### src/rtl/ofm_pkg.sv
// Shared definitions for the output-feature-map BRAM reader: FSM encoding and the
// slice/word-count arithmetic also used by the layer block and its bench.
package ofm_pkg;

  typedef enum logic [1:0] {StIdle, StRead, StDrain, StDone} state_e;

  function automatic int unsigned rows_of(input int unsigned p, input int unsigned pe_to_use,
                                          input int unsigned bram_size,
                                          input int unsigned last_bram_size);
    return (p == pe_to_use - 1) ? last_bram_size : bram_size;
  endfunction

  function automatic int unsigned word_count(input int unsigned out_fm_ch,
                                             input int unsigned pe_to_use,
                                             input int unsigned out_size,
                                             input int unsigned bram_size,
                                             input int unsigned last_bram_size);
    return out_fm_ch * out_size * ((pe_to_use - 1) * bram_size + last_bram_size);
  endfunction

endpackage

### src/rtl/stream_fifo2.sv
// Two-entry register FIFO; the head entry is always presented on o_data.
module stream_fifo2 #(
  parameter int unsigned W = 8
) (
  input  logic         i_clk,
  input  logic         i_rst_n,
  input  logic         i_push,
  input  logic         i_pop,
  input  logic [W-1:0] i_data,
  output logic [W-1:0] o_data,
  output logic [1:0]   o_count,
  output logic         o_full,
  output logic         o_empty
);

  logic [W-1:0] head_q, head_d, tail_q, tail_d;
  logic [1:0]   count_q, count_d;

  always_comb begin
    head_d  = head_q;
    tail_d  = tail_q;
    count_d = count_q;
    case ({i_push, i_pop})
      2'b10: begin
        if (count_q == 2'd0) head_d = i_data;
        else                 tail_d = i_data;
        count_d = count_q + 2'd1;
      end
      2'b01: begin
        head_d  = tail_q;
        count_d = count_q - 2'd1;
      end
      2'b11: begin
        if (count_q == 2'd1) begin
          head_d = i_data;
        end else begin
          head_d = tail_q;
          tail_d = i_data;
        end
      end
      default: ;
    endcase
  end

  always_ff @(posedge i_clk or negedge i_rst_n) begin
    if (!i_rst_n) begin
      head_q  <= '0;
      tail_q  <= '0;
      count_q <= 2'd0;
    end else begin
      head_q  <= head_d;
      tail_q  <= tail_d;
      count_q <= count_d;
    end
  end

  assign o_data  = head_q;
  assign o_count = count_q;
  assign o_full  = (count_q == 2'd2);
  assign o_empty = (count_q == 2'd0);

endmodule

### src/rtl/ofm_bram_reader.sv
// Walks every output BRAM slice (channel, PE, row, column) and re-emits the words as one
// raster-ordered valid/ready stream.
module ofm_bram_reader
  import ofm_pkg::*;
#(
  parameter int unsigned DW             = 16,
  parameter int unsigned PE_TO_USE      = 2,
  parameter int unsigned OUT_FM_CH      = 2,
  parameter int unsigned OUT_SIZE       = 4,
  parameter int unsigned BRAM_SIZE      = 2,
  parameter int unsigned LAST_BRAM_SIZE = 2,
  parameter int unsigned AW             = $clog2(OUT_SIZE**2) + 1
) (
  input  logic                              i_clk,
  input  logic                              i_rst_n,
  input  logic                              i_start,
  output logic [AW-1:0]                     o_bram_r_addr,
  output logic                              o_bram_r_en,
  input  logic [DW*PE_TO_USE*OUT_FM_CH-1:0] i_bram_r_data,
  output logic [DW-1:0]                     o_data,
  output logic                              o_valid,
  input  logic                              i_ready,
  output logic [$clog2(OUT_FM_CH):0]        o_ch,
  output logic                              o_last,
  output logic                              o_busy,
  output logic                              o_done
);

  localparam int unsigned CW   = $clog2(OUT_FM_CH) + 1;
  localparam int unsigned PW   = $clog2(PE_TO_USE) + 1;
  localparam int unsigned RMAX = (BRAM_SIZE > LAST_BRAM_SIZE) ? BRAM_SIZE : LAST_BRAM_SIZE;
  localparam int unsigned RW   = $clog2(RMAX) + 1;
  localparam int unsigned KW   = $clog2(OUT_SIZE) + 1;
  localparam int unsigned FW   = DW + CW + 1;

  state_e        state_q, state_d;
  logic [CW-1:0] c_q, c_d, tag_c_q, tag_c_d;
  logic [PW-1:0] p_q, p_d, tag_p_q, tag_p_d;
  logic [RW-1:0] r_q, r_d;
  logic [KW-1:0] k_q, k_d;
  logic [AW-1:0] addr_q, addr_d;
  logic          rd_en_q, rd_en_d, tag_last_q, tag_last_d;
  logic          busy_q, busy_d, done_q, done_d;

  logic          c_end, p_end, r_end, k_end;
  logic          push, pop, fifo_full, fifo_empty;
  logic [1:0]    fifo_count;
  logic [2:0]    occ;
  logic [DW-1:0] slice;
  logic [FW-1:0] fifo_dout;

  assign c_end = (c_q == CW'(OUT_FM_CH - 1));
  assign p_end = (p_q == PW'(PE_TO_USE - 1));
  assign k_end = (k_q == KW'(OUT_SIZE - 1));
  assign r_end = (32'(r_q) ==
                  rows_of(32'(p_q), PE_TO_USE, BRAM_SIZE, LAST_BRAM_SIZE) - 1);

  assign pop  = ~fifo_empty & i_ready;
  assign push = rd_en_q & (~fifo_full | pop);
  // Occupancy the FIFO will have after this edge, counting the read already in flight.
  assign occ  = {1'b0, fifo_count} + {2'b00, rd_en_q} - {2'b00, pop};

  always_comb begin
    slice = '0;
    for (int unsigned c = 0; c < OUT_FM_CH; c++) begin
      for (int unsigned p = 0; p < PE_TO_USE; p++) begin
        if (tag_c_q == CW'(c) && tag_p_q == PW'(p)) begin
          slice = i_bram_r_data[(c*PE_TO_USE+p)*DW +: DW];
        end
      end
    end
  end

  always_comb begin
    state_d    = state_q;
    c_d        = c_q;
    p_d        = p_q;
    r_d        = r_q;
    k_d        = k_q;
    addr_d     = addr_q;
    tag_c_d    = tag_c_q;
    tag_p_d    = tag_p_q;
    tag_last_d = tag_last_q;
    rd_en_d    = 1'b0;
    done_d     = 1'b0;
    unique case (state_q)
      StIdle: begin
        if (i_start) begin
          state_d = StRead;
          c_d     = '0;
          p_d     = '0;
          r_d     = '0;
          k_d     = '0;
        end
      end
      StRead: begin
        if (occ < 3'd2) begin
          rd_en_d    = 1'b1;
          addr_d     = AW'(32'(r_q) * OUT_SIZE + 32'(k_q));
          tag_c_d    = c_q;
          tag_p_d    = p_q;
          tag_last_d = p_end & r_end & k_end;
          k_d        = k_q + 1'b1;
          if (k_end) begin
            k_d = '0;
            r_d = r_q + 1'b1;
            if (r_end) begin
              r_d = '0;
              p_d = p_q + 1'b1;
              if (p_end) begin
                p_d = '0;
                c_d = c_q + 1'b1;
                if (c_end) begin
                  c_d     = '0;
                  state_d = StDrain;
                end
              end
            end
          end
        end
      end
      StDrain: begin
        if (!rd_en_q && (fifo_count - {1'b0, pop}) == 2'd0) begin
          state_d = StDone;
          done_d  = 1'b1;
        end
      end
      StDone:  state_d = StIdle;
      default: state_d = StIdle;
    endcase
  end

  // Busy lags the start edge by one cycle and drops together with the done pulse.
  assign busy_d = (state_q != StIdle) && (state_d == StRead || state_d == StDrain);

  always_ff @(posedge i_clk or negedge i_rst_n) begin
    if (!i_rst_n) begin
      state_q    <= StIdle;
      c_q        <= '0;
      p_q        <= '0;
      r_q        <= '0;
      k_q        <= '0;
      addr_q     <= '0;
      tag_c_q    <= '0;
      tag_p_q    <= '0;
      tag_last_q <= 1'b0;
      rd_en_q    <= 1'b0;
      busy_q     <= 1'b0;
      done_q     <= 1'b0;
    end else begin
      state_q    <= state_d;
      c_q        <= c_d;
      p_q        <= p_d;
      r_q        <= r_d;
      k_q        <= k_d;
      addr_q     <= addr_d;
      tag_c_q    <= tag_c_d;
      tag_p_q    <= tag_p_d;
      tag_last_q <= tag_last_d;
      rd_en_q    <= rd_en_d;
      busy_q     <= busy_d;
      done_q     <= done_d;
    end
  end

  stream_fifo2 #(
    .W(FW)
  ) u_fifo (
    .i_clk   (i_clk),
    .i_rst_n (i_rst_n),
    .i_push  (push),
    .i_pop   (pop),
    .i_data  ({tag_last_q, tag_c_q, slice}),
    .o_data  (fifo_dout),
    .o_count (fifo_count),
    .o_full  (fifo_full),
    .o_empty (fifo_empty)
  );

  assign o_bram_r_addr = addr_q;
  assign o_bram_r_en   = rd_en_q;
  assign o_data        = fifo_dout[DW-1:0];
  assign o_ch          = fifo_dout[DW +: CW];
  assign o_last        = fifo_dout[FW-1];
  assign o_valid       = ~fifo_empty;
  assign o_busy        = busy_q;
  assign o_done        = done_q;

endmodule

### config.mk
export PLATFORM = sky130hd
export DESIGN_NAME = ofm_bram_reader
export DESIGN_NICKNAME = d
export VERILOG_FILES = /design/src/rtl/ofm_pkg.sv /design/src/rtl/stream_fifo2.sv /design/src/rtl/ofm_bram_reader.sv
export SDC_FILE = /design/constraint.sdc
export NUM_CORES = 1
export LEC_CHECK = 0
export ABC_AREA = 1
export CAP_MARGIN = 25
export CORE_MARGIN = 4
export CORE_UTILIZATION = 50
export DETAILED_ROUTE_END_ITERATION = 7
export PLACE_DENSITY = 0.84
export SKIP_CTS_REPAIR_TIMING = 1
export SYNTH_ARGS = -nofsm -noshare
export SYNTH_HDL_FRONTEND = slang
export SYNTH_SLANG_ARGS = --single-unit
### constraint.sdc
create_clock -name i_clk -period 6.6 [get_ports i_clk]
set_input_delay 0.66 -clock i_clk [delete_from_list [all_inputs] [get_ports i_clk]]
set_output_delay 0.66 -clock i_clk [all_outputs]
set_load 0.02 [all_outputs]
* Yosys cells after proc, flatten, opt, wreduce, memory -nomap -nowiden
Cells that the tools add are included.
** Word-level totals
- Bits in read-only memories :: 0
- Bits in latches :: 0
- Bits in registers :: 64
- Memories :: 0
- RAM bits :: 0
** Cells by class
- Add/subtract/negate cells :: 10
- Reductions and logical operators :: 25
- Multiplexer cells :: 43
- Bitwise logic cells :: 7
- $lt $le $gt $ge :: 1
- Eq/ne operators :: 24
- Div/mod/pow operators :: 0
- Shift operators :: 0
- Multiply operators :: 0
** Operators with widths (count)
- $mux 19 :: 4
- $mux 16 :: 4
- $pmux 19 s3 :: 1
- $mux 2 :: 20
- $pmux 19 s2 :: 1
- $eq 2x1->1 const B :: 9
- $ne 2x2->1 const B :: 8
- $pmux 2 s2 :: 4
- $eq 2x2->1 const B :: 6
- $logic_not 2->1 :: 5
- $mux 3 :: 3
- $add 2x1->2 const B :: 4
- $pmux 2 s4 :: 1
- $reduce_bool 2->1 :: 4
- $logic_and 1x1->1 :: 6
- $pmux 3 s2 :: 1
- $reduce_and 3->1 :: 2
- $reduce_and 6->1 :: 1
- $add 4x3->5 :: 1
- $reduce_and 5->1 :: 1
- $and 1x1->1 :: 4
- $mux 1 :: 4
- $reduce_and 2->1 :: 2
- $reduce_and 4->1 :: 1
- 12 further kinds :: 13

* Longest topological paths before layout
Gate-level depths: netlist of run 1.
- Word-level depth :: 11
- Gate-level depth with buffers :: 15

* Hierarchy
A second synthesis of run 1 with hierarchy kept.
** Second synthesis, totals
- Cells, all modules :: 485
- Area total of the unflattened synthesis :: 3554.7 um^2
** Modules (own cells, without submodules)
- stream_fifo2 :: times used 1, seq. area each 1001.0 um^2, cells an instance 254, area each 1983.2 um^2
- ofm_bram_reader :: times used 1, seq. area each 600.6 um^2, cells an instance 231, area each 1571.5 um^2

* Worst setup path after synthesis of run 1
No wires, ideal clock.
- Kind :: register to register
- Start point :: register u_fifo.count_q[1] (netlist: u_fifo.o_count[1])
- End point :: register r_q[0]
- Path slack :: 4.110 ns
- Clock period less this slack :: 2.490 ns
- Stages on the path, launching flop included :: 15
- Arrival time :: 2.369 ns
- Data required time :: 6.479 ns
- Cell sequence :: dfrtp_1 inv_1 ha_1 inv_2 nand2_2 nor2_1 o21ai_0 fa_1 xnor2_1 nand3_2 nand2_1 buf_4 nand2_1 nand2_1 o21ai_1
** Between the ends
- Longest elaborated chain between the ends :: 7
** Ends and longest elaborated chain
- from (decl) :: line stream_fifo2.sv:17 : logic [1:0] count_q, count_d;
- from (signal assigned) :: line stream_fifo2.sv:53 : count_q <= count_d;
- $logic_not 2->1 :: line stream_fifo2.sv:60 : assign o_empty = (count_q == 2'd0);
- $not 1->1
- via o_valid :: line ofm_bram_reader.sv:21 : output logic o_valid,
- $and 1x1->1 :: line ofm_bram_reader.sv:58 : assign pop = ~fifo_empty & i_ready;
- $sub 3x1->3 :: line ofm_bram_reader.sv:61 : assign occ = {1'b0, fifo_count} + {2'b00, rd_en_q} - {2'b00, pop};
- $lt 3x2->1 :: line ofm_bram_reader.sv:97 : if (occ < 3'd2) begin
- $ne 2x2->1 (no line)
- $reduce_and 4->1 (no line)
- to (signal assigned) :: line ofm_bram_reader.sv:154 : r_q <= r_d;
- to (decl) :: line ofm_bram_reader.sv:39 : logic [RW-1:0] r_q, r_d;
The timed path passes the listed nets, and every way through them passes these cells.
A chain may end at the register's enable or synchronous reset.

* Final worst setup path of run 1
- Start point :: register u_fifo.count_q[1] (netlist: u_fifo.o_count[1])
- End point :: register p_q[0]
** Between the ends
- Longest elaborated chain between the ends :: 7
** Ends and longest elaborated chain
- branches (longest 3 deep; another with $add 2x1->3)
- $sub 3x1->3 * :: line ofm_bram_reader.sv:61
- $lt 3x2->1 * :: line ofm_bram_reader.sv:97
- $ne 2x2->1 (no line) *
- $reduce_and 5->1 (no line) *
- to (signal assigned) :: line ofm_bram_reader.sv:153 : p_q <= p_d;
- to (decl) :: line ofm_bram_reader.sv:38 : logic [PW-1:0] p_q, p_d, tag_p_q, tag_p_d;
Mark *: on every way between the ends.

==> results of run 1 <==
cell type report:
| type | instances | area (um^2) | share of cell area |
|---|---|---|---|
| Inverter | 33 | 123.9 | 0.02693 |
| Clock inverter | 4 | 45.04 | 0.009793 |
| Sequential cell | 64 | 1602 | 0.3482 |
| Clock buffer | 11 | 141.4 | 0.03074 |
| Tap cell | 77 | 96.34 | 0.02095 |
| Timing Repair Buffer | 97 | 980.9 | 0.2133 |
| Multi-Input combinational cell | 330 | 1610 | 0.3501 |
metal layers:
layer  GRT usage  part of all wire
met5           0                 0
met4     0.09045             0.015
met3     0.05167             0.069
met2      0.4225              0.50
met1      0.2929              0.41
logic make-up (layout without fill, tap and decap cells):
group,Yosys count,in the layout,synth area share
AND/OR/NAND/NOR,252,252,0.3295
AO/OA/AOI/OAI,69,69,0.1056
flip-flops,64,64,0.4660
buffers and inverters,54,145,0.06625
adder cells (fa/ha/maj),7,7,0.02767
XOR/XNOR,2,2,0.005097
through the flow:
stage                     hold slack [ps]  cells  cell area (um^2)
after floorplan                     364.4    448              3437
after global placement              459.4    600              4385
after detailed placement            465.8    601              4413
after CTS                           483.0    616              4599
after global routing                504.1    616              4599
final                               485.4    616              4599
worst max-delay path by stage:
stage / from / to / slack, ps / cells after the start
6_report: u_fifo.o_count[1] / p_q[0] / 3640 / 13
5_1_grt: u_fifo.o_count[1] / p_q[0] / 3270 / 13
4_1_cts: u_fifo.o_count[1] / p_q[0] / 3630 / 13
3_5_place_dp: i_ready / p_q[0] / 3310 / 11
3_3_place_gp: i_ready / c_q[0] / 3450 / 11
2_1_floorplan: u_fifo.o_count[1] / r_q[0] / 4110 / 14
where the power goes:
| group | leakage (nW) | switching, mW | internal, mW | total, mW |
|---|---|---|---|---|
| Clock | 0.0989 | 0.144 | 0.181 | 0.324 |
| Combinational | 1.27 | 0.719 | 0.416 | 1.14 |
| Sequential | 0.804 | 0.111 | 0.557 | 0.668 |
registers in the layout, summed over array words and instances (netlist names), 2 cells and up:
signal,flops
u_fifo.o_data,19
u_fifo.tail_q,19
o_bram_r_addr,5
k_q,3
c_q,2
p_q,2
r_q,2
state_q,2
tag_c_q,2
tag_p_q,2
u_fifo.o_count,2
cells in the final DEF (no fill, tap or decap):
master	netlist	final
a21boi_0	1	1
a21oi_1	33	33
a31oi_1	3	3
buf_16	0	1
buf_2	14	1
buf_4	2	1
bufinv_16	0	1
clkbuf_1	2	1
clkbuf_8	0	10
clkdlybuf4s50_1	0	94
clkinv_2	0	3
dfrtp_1	64	64
fa_1	1	1
ha_1	6	6
inv_1	24	24
inv_2	9	9
nand2_1	114	114
nand2_2	2	2
nand3_1	74	74
nand3_2	1	1
nand3b_1	3	3
nand4_1	5	5
nor2_1	35	34
nor2_2	1	2
nor2_4	3	3
nor3_1	1	1
o211ai_1	3	3
o21ai_0	11	11
o21ai_1	17	17
o221ai_1	1	1
or2_0	8	8
or2_1	5	5
xnor2_1	1	1
xor2_1	1	1
==> flow_summary_export.csv, run 1 <==
group,metric,value,unit
floorplanning,core,6495,um^2
critical_path,path_cells,"inv_1, ha_1, inv_2, nand2_2, nor2_1, o21ai_0, fa_1, xnor2_1, nand3_2, nand2_1, nand2_1, nand2_1, o21ai_1",
critical_path,cp_top_family,"simple AND/OR/NAND/NOR gates",
cells_and_area,fillers,528,
global_routing,grt_pass1_vias,3439,
global_routing,grt_use_total,0.2414,
floorplanning,dieHeight,90.91,um
floorplanning,placementRows,29,
cells_and_area,nets,610,
yosys,synthesis.nets,523,
floorplanning,start_util,0.5292,
yosys,postSynth.asyncResetShare,1.000,
cts,clockRootBuffer,"clkbuf_8",
critical_path,rr_worst_depth,13,
placement,dp_hpwl,6713,um
yosys,ys.flop_type,"dfrtp_1",
detailed_routing,routed_wl,9643,um
pwr,leakage,2.175,nW
cells_and_area,antenna_cells,0,
yosys,synth-seq-cells,64,
yosys,syn_area,3437,um^2
floorplanning,io-pin-count,96,
timing,tns,0,ps
yosys,avgSynthCellArea,7.672,um^2
detailed_routing,vias,3434,
critical_path,regToRegSetupSlack,3640,ps
pwr,ir_drop,0.2682,mV
cts,worstSkewPairLatency,350,ps
cells_and_area,area_growth,33.82,%
yosys,ys_seq_area_frac,0.4660,
timing,timing.final.max_slew_violations,0,
pwr,finalPower,2.127,mW
detailed_routing,via_per_inst,5.575,
floorplanning,die_area,8265,um^2
cts,cts_tree,"built",
timing,rsz0062_at_grt,"no",
global_routing,antenna_found_initial,0,
cts,htreeDepth,3,
critical_path,timing.rr.end,"p_q[0]",
timing,relSlewSlack,0.3725,
timing,setup_ws,3643,ps
yosys,synth_top_cell_area_share,0.4660,
global_routing,grt_pass1_wl,16230,um
detailed_routing,wire_per_inst,15.65,um
timing,fin_crit_sh,0.4481,
floorplanning,die_w,90.91,um
timing,timing.final.crit_period,2957,ps
timing,worstMarginPinSlew,940.3,ps
yosys,ys_top_cells_by_count,"114 x nand2_1, 74 x nand3_1, 64 x dfrtp_1",
timing,hold_viol,0,
run,maxCapViolCount,0,
cts,path_clk_slew,70,ps
yosys,syn-instance-count,448,
detailed_routing,drt_iter0_markers,263,
yosys,synth-edff-count,0,
cells_and_area,drive_above_1_share,0.06308,
yosys,yosysMostFrequentCell,"nand2_1",
critical_path,worst_ep_arrival_time,3190,ps
timing,fmax,338.2,MHz
cts,clkSinkCount,64,
detailed_routing,first_pass_iters,5,
worst_hold_path,hold_path_class,"primary input to asynchronous set/reset pin",
critical_path,cp_max_fo,17,
placement,io_buffers,95,
cts,clock_path_buffers,2,
yosys,ys_warn_count,0,
cells_and_area,final_util,0.7081,
global_routing,grt.overflow.total,0,
detailed_routing,ant_nets,0,
timing,skew,8.437,ps
detailed_routing,remaining_drc_errors,0,
critical_path,reg2reg_from,"u_fifo.o_count[1]",
critical_path,required,6830,ps
critical_path,crit_path_top_delay_cell,"dfrtp_1",
critical_path,crit_buf_inv,2,
cts,cts-buffers-inserted,9,
placement,gp_congestion,0.8082,
timing,setup_viol_count_final,0,
yosys,synthTopCellsByArea,"dfrtp_1 47%, nand2_1 12%, nand3_1 11%",
global_routing,grt_max_degree,65,
critical_path,crit_type,"flop to flop",
status,outcome,"complete, no violations",
pwr,power.density,462.4,nW/um^2
critical_path,crit_path_end_kind,"flop",
yosys,yosysUniqueCellTypes,30,
critical_path,startpoint_type,"flop",
placement,place_ws,3308,ps
critical_path,cp_common_cell,"nand2_1",
yosys,synth_top_area_cell,"dfrtp_1",
critical_path,max_stage_delay,430,ps
No activity file was read; power rests on OpenSTA's default activity.
==> run 2, diff against run 1 <==
Settings changed: CORE_UTILIZATION 50 to 48, PLACE_DENSITY 0.84 to 0.81.
Clock period 6.6 ns to 3 ns, I/O delays scaled along.
==> flow_summary_export.csv, run 2 (same netlist as run 1, synthesis figures left out) <==
group,metric,value,unit
detailed_routing,first_pass_iters,5,
detailed_routing,remaining_drc_errors,0,
placement,dp_hpwl,7069,um
floorplanning,core,6869,um^2
timing,timing.final.crit_period,2629,ps
timing,rsz0062_at_grt,"no",
cells_and_area,final_util,0.6832,
pwr,p_seq_frac,0.307,
cts,clockRootBuffer,"clkbuf_8",
cells_and_area,layout_common_cells,"114 x nand2_1, 94 x clkdlybuf4s50_1, 74 x nand3_1",
detailed_routing,via_per_inst,5.292,
critical_path,startpoint_type,"flop",
cts,cts-buffers-inserted,9,
floorplanning,start_util,0.5004,
global_routing,grt.overflow.total,0,
status,outcome,"complete, no violations",
pwr,clkPwrFrac,0.166,
floorplanning,die_area,8578,um^2
timing,fmax,380.3,MHz
critical_path,crit_path_end_kind,"flop",
timing,setup_viol_count_final,0,
placement,gp_congestion,0.8296,
critical_path,path_cells,"inv_1, ha_1, inv_2, nand2_2, nor2_1, o21ai_0, fa_1, xnor2_1, nand3_2, nand2_1, nand2_1, nand2_1, o21ai_1",
pwr,ir_drop,0.4904,mV
placement,placed_area,4469,um^2
detailed_routing,vias,3408,
global_routing,grt_max_degree,39,
pwr,power.density,1026,nW/um^2
global_routing,grt_pass1_wl,15750,um
cts,clkSinkCount,64,
global_routing,use_met1,0.2745,
pwr,finalPower,4.814,mW
timing,hold_slack,484.6,ps
cells_and_area,multi_input_area,1610,um^2
cells_and_area,antenna_cells,0,
detailed_routing,drt_iter0_markers,154,
critical_path,crit_path_top_delay_cell,"dfrtp_1",
global_routing,grt_use_total,0.2302,
cts,path_clk_slew,70,ps
timing,tns,0,ps
cells_and_area,drive_above_1_share,0.07299,
cts,clock_path_buffers,2,
cells_and_area,fillers,565,
cts,cts_tree,"built",
global_routing,antenna_found_initial,0,
floorplanning,die_w,92.62,um
cts,worstSkewPairLatency,340,ps
detailed_routing,ant_nets,0,
pwr,pwr-share-comb,0.527,
floorplanning,io-pin-count,96,
cells_and_area,nets,618,
pwr,leakage,2.214,nW
cells_and_area,area_growth,36.55,%
timing,worstMarginPinSlew,931.2,ps
floorplanning,dieHeight,92.62,um
timing,relSlewSlack,0.3785,
cells_and_area,final_common_cell,"nand2_1",
timing,skew,7.598,ps
timing,fin_crit_sh,0.8764,
critical_path,required,3220,ps
pwr,switchingPower,2.147,mW
timing,timing.final.max_slew_violations,0,
pwr,intPower,2.667,mW
global_routing,met2_usage,0.4097,
cells_and_area,seq_area,1602,um^2
run,maxCapViolCount,0,
pwr,swShare,0.4460,
cells_and_area,design_area,4693,um^2
critical_path,cp_max_fo,11,
global_routing,met3_usage,0.04630,
detailed_routing,routed_wl,9749,um
global_routing,grt_pass1_vias,3368,
global_routing,grt.busiest_layer,"met2",
critical_path,max_stage_delay,420,ps
placement,io_buffers,95,
cts,htreeDepth,3,
critical_path,crit_type,"flop to flop",
floorplanning,placementRows,30,
timing,hold_viol,0,
worst_hold_path,hold_path_class,"flop to flop",
detailed_routing,wire_per_inst,15.14,um
critical_path,worst_ep_arrival_time,2850,ps
critical_path,cp_common_cell,"nand2_1",
==> run 2: cell count changes in the layout (fill, tap and decap cells not counted) <==
cell           change
clkbuf_1           +2
dlygate4sd3_1      +1
clkinv_2           -2
bufinv_16          +1
buf_4              +8
buf_16             -1
==> run 2: power by group through the flow <==
stage	sequential [mW]	combinational, mW	clock [mW]
CTS	1.47	2.55	0.811
global route	1.52	2.82	0.857
global placement	1.47	2.44	0
detailed placement	1.49	2.54	0
floorplan	1.62	1.48	0
finish	1.48	2.54	0.800
==> run 2: layout make-up <==
| type | instances | area share |
|---|---|---|
| Multi-Input combinational cell | 330 | 0.3431 |
| Sequential cell | 64 | 0.3412 |
| Timing Repair Buffer | 105 | 0.2181 |
| Clock buffer | 13 | 0.03172 |
| Inverter | 33 | 0.02639 |
| Tap cell | 96 | 0.02559 |
| Clock inverter | 3 | 0.01386 |
==> run 2: path summary, 6_finish.rpt <==
kind                       slack [ps]  depth (start not counted)           endpoint              start
setup / recovery                  370                         13             r_q[0]  u_fifo.o_count[0]
hold / removal                    480                          2  u_fifo.tail_q[15]  u_fifo.tail_q[15]
setup reg to reg                  370                         13             r_q[0]  u_fifo.o_count[0]
hold reg to reg                   480                          2  u_fifo.tail_q[15]  u_fifo.tail_q[15]
max in group asynchronous        1570                          3             r_q[1]            i_rst_n
min in group asynchronous         530                          2   u_fifo.o_data[8]            i_rst_n
==> run 2: layer usage <==
| layer | part of all wire | wire length, um |
|---|---|---|
| met3 | 0.077 | 751 |
| met1 | 0.41 | 4038 |
| met2 | 0.50 | 4888 |
| met4 | 0.0072 | 70 |
| met5 | 0 | 0 |
==> run 2: critical path: cells and delay by family (launching register included) <==
family | cells | cell delay [ps]
adder cells (fa/ha/maj) | 2 | 620
AO/OA/AOI/OAI | 2 | 210
flip-flops | 1 | 420
AND/OR/NAND/NOR | 6 | 850
buffers and inverters | 2 | 180
XOR/XNOR | 1 | 220
==> run 2: per-stage QoR <==
step,cells,worst slack (ps)
final,644,370.7
after global routing,644,22.74
after CTS,643,358.6
after global placement,627,470.0
after detailed placement,627,350.3
after floorplan,448,510.4
